`src/rtl/stopwatch_ctrl.sv`:
```
`default_nettype none
// ============================================================================
// Module      : stopwatch_ctrl
// Description : Control sequencer for the stopwatch's debounced buttons.
//               Produces the shared sample_tick strobe that paces the
//               debouncers. Edge-detects the start/stop, lap and clear
//               buttons. Runs the IDLE/RUN/PAUSE/LAP state machine and
//               drives the counter enable, counter clear and display freeze.
//
// Ports       : clk          in   system clock
//               rst          in   asynchronous active-high reset
//               bn_start_db  in   debounced start/stop button
//               bn_lap_db    in   debounced lap button
//               bn_clr_db    in   debounced clear button
//               sample_tick  out  one-clk strobe every SAMPLE_DIV clks
//               run_en       out  time counter count-enable
//               clr_pulse    out  one-clk synchronous clear for the counter
//               lap_hold     out  display freeze while high
//               state        out  current FSM state (debug / LEDs)
//
// Options     : LONG_PRESS_CLR_EN - when defined, holding start for
//               LONG_TICKS sample_ticks issues a clear and returns to IDLE.
//
// Revision    : 1.0 - initial release
// ============================================================================
module stopwatch_ctrl #(
    parameter int SAMPLE_DIV = 100000,
    parameter int LONG_TICKS = 1000
) (
    input  logic       clk,
    input  logic       rst,
    input  logic       bn_start_db,
    input  logic       bn_lap_db,
    input  logic       bn_clr_db,
    output logic       sample_tick,
    output logic       run_en,
    output logic       clr_pulse,
    output logic       lap_hold,
    output logic [1:0] state
);

    localparam int                 c_CNT_W    = $clog2(SAMPLE_DIV);
    localparam logic [c_CNT_W-1:0] c_CNT_LAST = c_CNT_W'(SAMPLE_DIV - 1);
    localparam logic [c_CNT_W-1:0] c_CNT_ONE  = c_CNT_W'(1);

    localparam logic [1:0] c_ST_IDLE  = 2'b00;
    localparam logic [1:0] c_ST_RUN   = 2'b01;
    localparam logic [1:0] c_ST_PAUSE = 2'b10;
    localparam logic [1:0] c_ST_LAP   = 2'b11;

    logic [c_CNT_W-1:0] r_presc_cnt;
    logic               r_sample_tick;
    logic               r_start_prev;
    logic               r_lap_prev;
    logic               r_clr_prev;
    logic [1:0]         r_state;
    logic               r_run_en;
    logic               r_clr_pulse;
    logic               r_lap_hold;

    logic               w_start_rise;
    logic               w_lap_rise;
    logic               w_clr_rise;
    logic               w_long_clr;
    logic [1:0]         w_state_nxt;
    logic               w_clr_nxt;

    // ------------------------------------------------------------------
    // Prescaler: tick is registered, so it is high during the cycle that
    // follows the edge on which the count wraps.
    // ------------------------------------------------------------------
    always_ff @(posedge clk or posedge rst) begin
        if (rst) begin
            r_presc_cnt   <= '0;
            r_sample_tick <= 1'b0;
        end else if (r_presc_cnt == c_CNT_LAST) begin
            r_presc_cnt   <= '0;
            r_sample_tick <= 1'b1;
        end else begin
            r_presc_cnt   <= r_presc_cnt + c_CNT_ONE;
            r_sample_tick <= 1'b0;
        end
    end

    // ------------------------------------------------------------------
    // Edge detect. Previous values reset high so a button already held
    // when reset releases does not count as a press.
    // ------------------------------------------------------------------
    always_ff @(posedge clk or posedge rst) begin
        if (rst) begin
            r_start_prev <= 1'b1;
            r_lap_prev   <= 1'b1;
            r_clr_prev   <= 1'b1;
        end else begin
            r_start_prev <= bn_start_db;
            r_lap_prev   <= bn_lap_db;
            r_clr_prev   <= bn_clr_db;
        end
    end

    assign w_start_rise = bn_start_db & ~r_start_prev;
    assign w_lap_rise   = bn_lap_db   & ~r_lap_prev;
    assign w_clr_rise   = bn_clr_db   & ~r_clr_prev;

`ifdef LONG_PRESS_CLR_EN
    // Hold counter counts sample_ticks while start is held and saturates at
    // LONG_TICKS, so a single hold fires exactly one long-press clear.
    localparam int                  c_HOLD_W    = $clog2(LONG_TICKS + 1);
    localparam logic [c_HOLD_W-1:0] c_HOLD_MAX  = c_HOLD_W'(LONG_TICKS);
    localparam logic [c_HOLD_W-1:0] c_HOLD_FIRE = c_HOLD_W'(LONG_TICKS - 1);
    localparam logic [c_HOLD_W-1:0] c_HOLD_ONE  = c_HOLD_W'(1);

    logic [c_HOLD_W-1:0] r_hold_cnt;

    always_ff @(posedge clk or posedge rst) begin
        if (rst) begin
            r_hold_cnt <= '0;
        end else if (!bn_start_db) begin
            r_hold_cnt <= '0;
        end else if (r_sample_tick && (r_hold_cnt != c_HOLD_MAX)) begin
            r_hold_cnt <= r_hold_cnt + c_HOLD_ONE;
        end
    end

    // Fires on the edge where the count reaches LONG_TICKS.
    assign w_long_clr = bn_start_db & r_sample_tick & (r_hold_cnt == c_HOLD_FIRE);
`else
    // Feature not built; the comparison is constant false for any legal
    // LONG_TICKS and only keeps the parameter referenced.
    assign w_long_clr = (LONG_TICKS < 0);
`endif

    // ------------------------------------------------------------------
    // Next-state logic. Priority start > clr > lap; lower-priority rises
    // in the same cycle are dropped. A long-press clear overrides all.
    // ------------------------------------------------------------------
    always_comb begin
        w_state_nxt = r_state;
        w_clr_nxt   = 1'b0;
        case (r_state)
            c_ST_IDLE: begin
                if (w_start_rise) begin
                    w_state_nxt = c_ST_RUN;
                end else if (w_clr_rise && !r_clr_pulse) begin
                    // Suppressed right after a long-press clear so the
                    // pulse can never be two cycles wide.
                    w_clr_nxt = 1'b1;
                end
            end
            c_ST_RUN: begin
                if (w_start_rise) begin
                    w_state_nxt = c_ST_PAUSE;
                end else if (w_lap_rise) begin
                    w_state_nxt = c_ST_LAP;
                end
            end
            c_ST_LAP: begin
                if (w_start_rise) begin
                    w_state_nxt = c_ST_PAUSE;
                end else if (w_lap_rise) begin
                    w_state_nxt = c_ST_RUN;
                end
            end
            c_ST_PAUSE: begin
                if (w_start_rise) begin
                    w_state_nxt = c_ST_RUN;
                end else if (w_clr_rise) begin
                    w_state_nxt = c_ST_IDLE;
                    w_clr_nxt   = 1'b1;
                end
            end
            default: begin
                w_state_nxt = c_ST_IDLE;
            end
        endcase
        if (w_long_clr) begin
            w_state_nxt = c_ST_IDLE;
            w_clr_nxt   = 1'b1;
        end
    end

    // State and registered output decode, all updated on the same edge.
    always_ff @(posedge clk or posedge rst) begin
        if (rst) begin
            r_state     <= c_ST_IDLE;
            r_run_en    <= 1'b0;
            r_clr_pulse <= 1'b0;
            r_lap_hold  <= 1'b0;
        end else begin
            r_state     <= w_state_nxt;
            r_run_en    <= (w_state_nxt == c_ST_RUN) || (w_state_nxt == c_ST_LAP);
            r_clr_pulse <= w_clr_nxt;
            r_lap_hold  <= (w_state_nxt == c_ST_LAP);
        end
    end

    assign sample_tick = r_sample_tick;
    assign run_en      = r_run_en;
    assign clr_pulse   = r_clr_pulse;
    assign lap_hold    = r_lap_hold;
    assign state       = r_state;

endmodule
`default_nettype wire

```
`config.mk`:
```
export PLATFORM = sky130hd
export DESIGN_NAME = stopwatch_ctrl
export DESIGN_NICKNAME = d
export VERILOG_FILES = /design/src/rtl/stopwatch_ctrl.sv
export SDC_FILE = /design/constraint.sdc
export NUM_CORES = 1
export LEC_CHECK = 0
export CORE_ASPECT_RATIO = 0.7
export CORE_MARGIN = 5
export CORE_UTILIZATION = 55
export CTS_BUF_LIST = sky130_fd_sc_hd__clkbuf_4 sky130_fd_sc_hd__clkbuf_8
export DETAILED_ROUTE_END_ITERATION = 10
export GPL_TIMING_DRIVEN = 1
export MAX_ROUTING_LAYER = met4
export PLACE_DENSITY = 0.81
export SYNTH_ARGS = -nofsm -noshare
export SYNTH_HDL_FRONTEND = slang
export SYNTH_SLANG_ARGS = --single-unit
```
`constraint.sdc`:
```
create_clock -name clk -period 4 [get_ports clk]
set_clock_uncertainty 0.15 [all_clocks]
set_input_delay 1 -clock clk [delete_from_list [all_inputs] [get_ports clk]]
set_output_delay 1 -clock clk [all_outputs]
set_load 0.01 [all_outputs]
```
==> impl_results.md <==
* Router iterations before antenna repair at 4
* Maximum clock rate at 386 MHz
* DRT iter0 DRCs at 54
* CTS Buf Count at 3
* Slew @ Worst Pin at 0.944 ns
* WP buf/inv at 1
* Initial antenna violation count at 0
* Die height at 48.3 um
* Hold buffers post-CTS at 0
* Worst setup EP type: output port
* Core ar. at 1920 sq um
* Post-CTS Setup Bufs at 0
* Max Slew Vio Count at 0
* Setup-failing EPs final at 0
* Clock Root Buffer: clkbuf_4
* Power per cell area at 406 nW/um^2
* Worst hold path class: register to register
* DP HPWL at 1.60 mm
* Initial Util at 60.0%
* Kind of cell adding the most delay to the critical path: buffers and inverters
* Final GP Congestion at 0.845
* I/O Pins at 11
* EDFF count, synth at 0
* Critical Path Start Type: register
* Post-synthesis instance total at 100
* Final hold vios at 0
* Global route overflow at 0
* Num rows at 13
* Mapped cell area at 1150 sq um
* Largest fanout on the critical path at 8
* Largest net degree at the start of global routing at 27
* CP Cell Sequence: clkdlybuf4s50_1
* Primary FF master, synth: dfrtp_1
* Status: finished, final reports clean
* Synth unique cells at 27
* Critical Path Slowest Stage Cell: clkdlybuf4s50_1
* Tcrit/Tclk final at 64.7%
* Hold WS at 0.378 ns
* Layout net count at 118
* Port Buf Inserts at 10
* CP peak stage delay at 0.60 ns
* VDD IR max at 190 uV
* Synth Area per Inst at 11.5 sq um
* Unrepaired setup endpoints after global routing: no
* H-tree levels at 1
* Crit Path Class: register to output port
* Crit path required time at 2.85 ns
* Ranking of synthesized cells by area: dfrtp_1 (50%), dfstp_2 (6.8%), xor2_1 (6.8%)
* Die Wd at 64.7 um
* Number of global-route vias before repair at 712
* Ys async rst share at 100%
* Seq cells post-synth at 26
* Share of cells above drive strength 1 at 9.01%
* Tot GR Track Use at 16.8%
* Die area at 3120 sq um
* Clock transition at path regs at 0.13 ns
* Total Neg Setup Slack at 0 ns
* Antenna cell count at 0
* Share of the synthesized area in the top cell type at 50.0%
* Vias per cell at 5.78
* Area growth from synthesis to layout at 13.3%
* Tmin final at 2.59 ns
* Wire per inst at 16.0 um
* DR vias at 769
* Slew HR at 37.0%
* Worst skew pair latency at 0.32 ns
* Antenna viol nets, final at 0
* Leak at 0.581 nW
* Yosys top cell by area: dfrtp_1
* Max clock buf depth at 2
* Worst EP arrival at 1.44 ns
* Clock Sinks at 26
* CTS tree: yes
* Post-Route WL at 2.13 mm
* Seq/Total Area, Yosys at 56.8%
* Synthesized Nets at 106
* Max_cap viols at 0
* # resized after CTS at 0
* Commonest non-fill, non-tap cell in the layout: dfrtp_1
* Yosys warnings at 0
* Post-detailed-route DRC marker count at 0
* Commonest cells after routing, fill and taps aside: dfrtp_1 (23), clkdlybuf4s50_1 (10), xor2_1 (9), nor2_1 (8)
* First-pass GRT wire length at 3.61 mm
-- final timing paths --
path / cells after the start / slack (ns) / start / to
setup / recovery: 1 / 1.41 / state[0] / state[0]
min in group asynchronous: 2 / 1.02 / rst / run_en
hold / removal: 1 / 0.38 / r_presc_cnt[14] / r_presc_cnt[14]
max in group asynchronous: 2 / 2.10 / rst / r_presc_cnt[13]
hold reg to reg: 1 / 0.38 / r_presc_cnt[14] / r_presc_cnt[14]
setup reg to reg: 5 / 2.05 / r_presc_cnt[0] / r_presc_cnt[16]
-- stage by stage --
stage | util (%) | setup WS (ns) | area, sq um | cells | power (mW)
after CTS | 67.9 | 1.39 | 1300 | 133 | 0.537
after floorplan | - | 2.17 | 1150 | 100 | 0.353
after global placement | 66.0 | 1.62 | 1270 | 129 | 0.402
after global routing | 67.9 | 1.32 | 1300 | 133 | 0.562
final | 67.9 | 1.41 | 1300 | 133 | 0.530
after detailed placement | 66.0 | 1.48 | 1270 | 129 | 0.408
-- layer usage --
metal	GRT usage [%]	vias up	part of all wire (%)
met4	6.30	0	1.6
met1	22.5	365	50
met2	24.0	24	42
met3	5.76	5	6.2
met5	-	-	0
li1	-	375	-
-- layout make-up --
| class | count | area (sq um) |
|---|---|---|
| inverter | 3 | 11.3 |
| timing repair buffer | 10 | 100 |
| tap | 22 | 27.5 |
| clock buffer | 4 | 36.3 |
| fill | 158 | 616 |
| multi-input combinational | 68 | 474 |
| sequential | 26 | 654 |
-- state kept, by name (all words and copies together) (netlist names) --
name	cells
clr_pulse	1
run_en	1
state	2
r_clr_prev	1
r_lap_prev	1
r_presc_cnt	17
lap_hold	1
sample_tick	1
r_start_prev	1
-- synth_stat cells, types with 3 or more instances --
library cell / instances
xor2_1: 9
inv_1: 3
xnor2_1: 7
nor3_1: 3
and3_1: 4
nor2_1: 8
nor2b_1: 3
nand3_1: 6
dfstp_2: 3
nand2_1: 3
a21oi_1: 3
o21ai_0: 3
dfrtp_1: 23
nand4_1: 7
clkbuf_1: 3
-- where the power goes --
part,switching (mW),internal (mW),total (mW)
sequential,0.0195,0.285,0.305
clock,0.0738,0.0557,0.130
combinational,0.0408,0.0545,0.0953
total,0.134,0.395,0.530
-- kinds of logic after synthesis --
| family | count (synthesis) | share of synthesized area [%] |
|---|---|---|
| AOI/OAI and AO/OA | 8 | 3.91 |
| xor gates and xnor gates | 16 | 12.2 |
| adders and majority gates | 1 | 1.09 |
| buffers and inverters | 6 | 1.96 |
| DFF | 26 | 56.8 |
| and+or+nand+nor | 43 | 24.0 |
No activity file was read; power rests on OpenSTA's default activity.
